[config.mk]
export PLATFORM = sky130hd
export DESIGN_NAME = multich_gain_delay
export DESIGN_NICKNAME = d
export VERILOG_FILES = /design/src/rtl/multich_gain_delay.sv
export SDC_FILE = /design/constraint.sdc
export NUM_CORES = 2
export LEC_CHECK = 0
export ABC_AREA = 1
export ABC_CLOCK_PERIOD_IN_PS = 13350
export CAP_MARGIN = 20
export CORE_ASPECT_RATIO = 0.6
export CORE_UTILIZATION = 52
export DETAILED_ROUTE_END_ITERATION = 16
export GPL_TIMING_DRIVEN = 0
export MAX_ROUTING_LAYER = met4
export PLACE_DENSITY = 0.69
export SYNTH_ARGS = -nofsm -noshare
export SYNTH_HDL_FRONTEND = slang
export SYNTH_SLANG_ARGS = --single-unit
export TNS_END_PERCENT = 50
[constraint.sdc]
create_clock -name clk -period 13.35 [get_ports clk]
set_clock_uncertainty 0.15 [all_clocks]
set_input_delay 2.0025 -clock clk [delete_from_list [all_inputs] [get_ports clk]]
set_output_delay 2.0025 -clock clk [all_outputs]
set_load 0.005 [all_outputs]
[src/rtl/multich_gain_delay.sv]
// multich_gain_delay
//   Multi-channel delay / gain / round / saturate stream stage.
//   Each of NCH signed channels is delayed by a programmable number of
//   accepted samples, multiplied by a per-channel signed fixed-point
//   coefficient, optionally rounded, shifted by FRAC and saturated to DW bits.
//
// Ports
//   clk, rst        clock, synchronous active-low reset
//   s_tdata/valid/ready   input stream, NCH packed DW-bit samples (ch0 in LSBs)
//   m_tdata/valid/ready   output stream, same packing
//   c               NCH packed COEFW-bit signed gains (quasi-static)
//   delay           delay in accepted samples, clamped to DEPTH
//   bypass          unity gain, no rounding/saturation; delay still applied
//   sat_flag        sticky saturation indicator
//   clr_sat         clears sat_flag (a simultaneous new clip wins)
module multich_gain_delay #(
  parameter int NCH   = 4,
  parameter int DW    = 16,
  parameter int COEFW = 18,
  parameter int FRAC  = 16,
  parameter int DEPTH = 8,
  parameter int ROUND = 1
) (
  input  logic                          clk,
  input  logic                          rst,
  input  logic [NCH*DW-1:0]             s_tdata,
  input  logic                          s_tvalid,
  output logic                          s_tready,
  output logic [NCH*DW-1:0]             m_tdata,
  output logic                          m_tvalid,
  input  logic                          m_tready,
  input  logic [NCH*COEFW-1:0]          c,
  input  logic [$clog2(DEPTH+1)-1:0]    delay,
  input  logic                          bypass,
  output logic                          sat_flag,
  input  logic                          clr_sat
);

  localparam int DLW = $clog2(DEPTH+1);
  localparam int PW  = (DEPTH > 1) ? $clog2(DEPTH) : 1;
  localparam int IW  = DLW + 1;
  localparam int MW  = DW + COEFW;
  localparam int RW  = MW + 1;

  localparam logic signed [RW-1:0] SMAX = {{(RW-DW+1){1'b0}}, {(DW-1){1'b1}}};
  localparam logic signed [RW-1:0] SMIN = {{(RW-DW+1){1'b1}}, {(DW-1){1'b0}}};
  localparam logic signed [RW-1:0] HALF = RW'(1) << (FRAC-1);

  logic en, acc;

  // Stage 1: delay line
  logic [NCH*DW-1:0] hist [DEPTH];
  logic [PW-1:0]     wr_ptr, wr_nxt, rd_idx;
  logic [DLW-1:0]    dcl;
  logic [IW-1:0]     wp_ext, rd_ext;
  logic [NCH*DW-1:0] x_sel, s1_x;
  logic              s1_v;

  // Stage 2: products
  logic [NCH*MW-1:0] prod, s2_p;
  logic [NCH*DW-1:0] s2_x;
  logic              s2_v;

  // Stage 3: scale / saturate
  logic [NCH*DW-1:0] res;
  logic              clip_any;

  // A full output register that is not being taken freezes the whole pipe.
  assign en       = !(m_tvalid && !m_tready);
  assign s_tready = en && rst;
  assign acc      = s_tvalid && s_tready;

  assign dcl    = (delay > DLW'(DEPTH)) ? DLW'(DEPTH) : delay;
  assign wr_nxt = (wr_ptr == PW'(DEPTH-1)) ? '0 : wr_ptr + PW'(1);

  // (wr_ptr - d) mod DEPTH without a modulo operator.
  always_comb begin
    wp_ext = IW'(wr_ptr);
    if (wp_ext >= IW'(dcl))
      rd_ext = wp_ext - IW'(dcl);
    else
      rd_ext = wp_ext + IW'(DEPTH) - IW'(dcl);
    rd_idx = rd_ext[PW-1:0];
    x_sel  = (dcl == '0) ? s_tdata : hist[rd_idx];
  end

  always_ff @(posedge clk) begin
    if (!rst) begin
      wr_ptr <= '0;
      s1_v   <= 1'b0;
      s1_x   <= '0;
      for (int unsigned i = 0; i < DEPTH; i++) hist[PW'(i)] <= '0;
    end else if (en) begin
      s1_v <= acc;
      if (acc) begin
        s1_x         <= x_sel;
        hist[wr_ptr] <= s_tdata;
        wr_ptr       <= wr_nxt;
      end
    end
  end

  always_comb begin
    logic signed [DW-1:0]    xs;
    logic signed [COEFW-1:0] cs;
    logic signed [MW-1:0]    pr;
    prod = '0;
    for (int unsigned ch = 0; ch < NCH; ch++) begin
      xs = s1_x[ch*DW +: DW];
      cs = c[ch*COEFW +: COEFW];
      pr = MW'(xs) * MW'(cs);
      prod[ch*MW +: MW] = pr;
    end
  end

  always_ff @(posedge clk) begin
    if (!rst) begin
      s2_v <= 1'b0;
      s2_p <= '0;
      s2_x <= '0;
    end else if (en) begin
      s2_v <= s1_v;
      if (s1_v) begin
        s2_p <= prod;
        s2_x <= s1_x;
      end
    end
  end

  always_comb begin
    logic signed [MW-1:0] pp;
    logic signed [RW-1:0] r;
    logic signed [RW-1:0] sh;
    res      = '0;
    clip_any = 1'b0;
    for (int unsigned ch = 0; ch < NCH; ch++) begin
      pp = s2_p[ch*MW +: MW];
      r  = RW'(pp);
      if (ROUND != 0) r = r + HALF;
      sh = r >>> FRAC;
      if (bypass) begin
        res[ch*DW +: DW] = s2_x[ch*DW +: DW];
      end else if (sh > SMAX) begin
        res[ch*DW +: DW] = SMAX[DW-1:0];
        clip_any = 1'b1;
      end else if (sh < SMIN) begin
        res[ch*DW +: DW] = SMIN[DW-1:0];
        clip_any = 1'b1;
      end else begin
        res[ch*DW +: DW] = sh[DW-1:0];
      end
    end
  end

  always_ff @(posedge clk) begin
    if (!rst) begin
      m_tvalid <= 1'b0;
      m_tdata  <= '0;
      sat_flag <= 1'b0;
    end else begin
      if (en) begin
        m_tvalid <= s2_v;
        if (s2_v) m_tdata <= res;
      end
      if (en && s2_v && clip_any)
        sat_flag <= 1'b1;
      else if (clr_sat)
        sat_flag <= 1'b0;
    end
  end

endmodule

==> flow_metrics.env <==
export IMPL_outcome="completed"
export IMPL_synth_top_family_by_area="adder cells"
export IMPL_start_util_pct=52.6
export IMPL_synth_fa_ha_area_share_pct=33.9
export IMPL_combPwrFrac_pct=54.2
export IMPL_synth_simple_area_share_pct=15.7
export IMPL_r2r_start="s1_x[49]"
export IMPL_worst_path_max_fanout=10
export IMPL_slew_viol_final=0
export IMPL_crit_path_start="c[68]"
export IMPL_grt_usage_pct=38.0
export IMPL_arrival_ns=9.10
export IMPL_synth_compound_area_share_pct=8.35
export IMPL_numCtsBuffers=79
export IMPL_synthXorXnorAreaFrac_pct=1.10
export IMPL_syn_inst=9766
export IMPL_synth_seq_cells=787
export IMPL_port_buffers=161
export IMPL_slowest_delay_ns=0.79
export IMPL_cts_resized_gates=0
export IMPL_area_growth_pct=8.80
export IMPL_worstHoldStart="s2_x[8]"
export IMPL_cp_slowest_cell="clkdlybuf4s50_1"
export IMPL_die_x_um=511
export IMPL_critPathKind="in2reg"
export IMPL_rsz0062_at_grt="false"
export IMPL_grt_pass1_wl_um=426000
export IMPL_hpwl_um=231000
export IMPL_hold_slack_ns=0.306
export IMPL_tns_ns=0
export IMPL_synth_area_leaders="fa_1 29%, edfxtp_1 19%, inv_1 11%"
export IMPL_die_h_um=307
export IMPL_hold_class="reg2reg"
export IMPL_power_density_nw_per_um2=128
export IMPL_finalPower_mw=11.2
export IMPL_intPower_mw=6.02
export IMPL_grt_max_degree=38
export IMPL_drive_above_1_share_pct=2.87
export IMPL_synth_flop_cell="edfxtp_1"
export IMPL_synth_edf_count=512
export IMPL_synth_top_area_cell="fa_1"
export IMPL_hold_viol_final=0
export IMPL_place_area_sq_um=85200
export IMPL_power_share_clock_pct=20.3
export IMPL_tightest_slew_ns=1.22
export IMPL_slew_headroom_pct=18.6
export IMPL_grt_pass1_vias=66500
export IMPL_std_cell_rows=111
export IMPL_vdd_ir_drop_max_v=0.000108
export IMPL_fin_nets=11700
export IMPL_pin_count=213
export IMPL_antenna_found_initial=13
export IMPL_start_kind="primary input"
export IMPL_vias_per_cell=5.64
export IMPL_wl_per_cell_um=23.7
export IMPL_cts_setup_buffers=0
export IMPL_cts_tree="yes"
export IMPL_ant_nets=0
export IMPL_power_switching_share_pct=46.5
export IMPL_synth_cell_types=46
export IMPL_overflow=0
export IMPL_drt_iter0_markers=8958
export IMPL_clock_fmax_mhz=116
export IMPL_place_gp_congestion=1.03
export IMPL_insertion_delay_ns=0.71
export IMPL_synth_top_area_share_pct=28.7
export IMPL_ys_async_sr_fraction_pct=0
export IMPL_cap_violations=0
export IMPL_p_seq_share_pct=25.5
export IMPL_cp_top_family="adder cells"
export IMPL_nFillCells=14000
export IMPL_period_needed_ns=8.62
export IMPL_report_final_setup_viol=0
export IMPL_leakage_nw=44.8
export IMPL_place_ws_ns=4.29
export IMPL_crit_required_ns=13.83
export IMPL_h_tree_depth=3
export IMPL_final_core_util_pct=57.3
export IMPL_wirelength_um=287000
export IMPL_synth_warnings=0
export IMPL_fp_dieArea_sq_um=157000
export IMPL_synth_nets=11400
export IMPL_syn_area_sq_um=80700
export IMPL_final_cells=12100
export IMPL_synth_mux_area_share_pct=1.59
export IMPL_final_cell_area_sq_um=87800
export IMPL_clock_path_buffers=3
export IMPL_setup_ws_ns=4.73
export IMPL_vias=68400
export IMPL_syn_mean_instance_area_sq_um=8.27
export IMPL_path_buf_inv=8
export IMPL_end_kind="flop"
export IMPL_crit_chain="clkdlybuf4s50_1, clkbuf_1, nand2_1, fa_1, inv_1, fa_1, fa_1, fa_1, fa_1, inv_1, fa_1, inv_1, ha_1, nand2_1, nor2_1, inv_1, o21ai_0, inv_1, nand3_1, nor2_1, o21ai_0, o211ai_1, inv_1"
export IMPL_floorplan_core_area_sq_um=153000
export IMPL_cts_root_buf="clkbuf_16"
export IMPL_ys_seq_area_share_pct=25.9
export IMPL_post_route_drc_count=0
export IMPL_dp_cells=12000
export IMPL_switching_power_mw=5.23
export IMPL_cts_sinks=787
export IMPL_drt_first_pass_iters=6
export IMPL_clkTransAtPathRegs_ns=0.07
export IMPL_hold_buffers=0
export IMPL_finalCritPeriodShare_pct=64.6
[worst paths after layout]
check | end | cells past startpoint | slack, ns
setup reg to reg | s2_p[124] | 23 | 5.78
hold / removal | s2_x[8] | 2 | 0.31
hold reg to reg | s2_x[8] | 2 | 0.31
setup / recovery | s2_p[124] | 23 | 4.73
[kinds of logic (layout without fill, tap and decap cells)]
family	Yosys count	after routing
AOI/OAI and AO/OA	1222	1222
DFF	787	787
and+or+nand+nor	3225	3225
adders and majority gates	1496	1496
buffers and inverters	2808	3129
other	0	9
xor gates and xnor gates	100	100
muxes	128	128
[cell type report]
| cell class | instances | area, sq um | area share, % |
|---|---|---|---|
| sequential | 787 | 20900 | 23.8 |
| clock buffer | 112 | 2180 | 2.49 |
| clock inverter | 32 | 394 | 0.449 |
| timing repair buffer | 177 | 1900 | 2.16 |
| buffer | 509 | 2230 | 2.54 |
| tap | 2034 | 2540 | 2.90 |
| inverter | 2299 | 8630 | 9.83 |
| antenna | 9 | 22.5 | 0.0256 |
| multi-input combinational | 6171 | 49000 | 55.8 |
[Yosys cell counts, types with 15 or more instances]
cell type  instances
a21o_1            28
a21oi_1          488
a31oi_1           29
buf_1             19
buf_2             60
buf_4             17
buf_6             24
clkbuf_1         388
dfxtp_1          275
edfxtp_1         512
fa_1            1157
ha_1             339
inv_1           2293
mux2i_1          128
nand2_1         1847
nand3_1          202
nand4_1           43
nor2_1          1044
nor3_1            38
o211ai_1         146
o21a_1            15
o21ai_0          468
or2_2             20
xnor2_1           40
xor2_1            58
[routing by layer]
layer  up-vias  wire length (um)  global-route usage (%)
li1      30000                 -                       -
met1     33600            125000                    56.2
met2      4352            111000                    49.6
met3       467             42000                    11.3
met4         0              9440                    10.8
met5         -                 0                       -
[flip-flops by register name, summed over array words and instances, names as in the netlist]
| register | cells |
|---|---|
| hist | 512 |
| s2_p | 76 |
| m_tdata | 64 |
| s1_x | 64 |
| s2_x | 64 |
| wr_ptr | 3 |
| m_tvalid | 1 |
| s1_v | 1 |
| s2_v | 1 |
| sat_flag | 1 |
[power by group through the flow]
stage / clock network [mW] / logic, mW / registers (mW)
after floorplan: 0 / 3.88 / 2.87
after global placement: 0 / 5.79 / 2.92
after detailed placement: 0 / 5.86 / 2.91
after CTS: 2.28 / 5.94 / 2.86
after global routing: 2.36 / 6.74 / 2.88
final: 2.28 / 6.10 / 2.86
[placed cells by master, fill, tap and decap left out, types with 6 or more instances in the layout]
cell / instances
inv_1: 2293
nand2_1: 1839
fa_1: 1157
nor2_1: 1044
edfxtp_1: 512
a21oi_1: 488
o21ai_0: 468
clkbuf_1: 412
ha_1: 339
dfxtp_1: 275
nand3_1: 202
clkdlybuf4s50_1: 161
o211ai_1: 146
mux2i_1: 128
clkbuf_16: 80
buf_2: 60
xor2_1: 58
nand4_1: 43
xnor2_1: 40
nor3_1: 38
a31oi_1: 29
a21o_1: 28
buf_6: 25
buf_4: 21
or2_2: 20
buf_1: 19
o21a_1: 15
o21ai_1: 10
o21bai_1: 10
diode_2: 9
nand2_4: 9
clkinv_2: 9
nor4_1: 8
nand3b_1: 7
nor2_2: 7
inv_2: 6
o31ai_1: 6
clkbuf_8: 6
clkinv_1: 6
[worst min-delay path: stages (launching register included)]
cell and delay (ns):
dfxtp_1 0.30, inv_1 0.06, a21oi_1 0.06
Note: power is estimated with default switching activity, not from simulation.
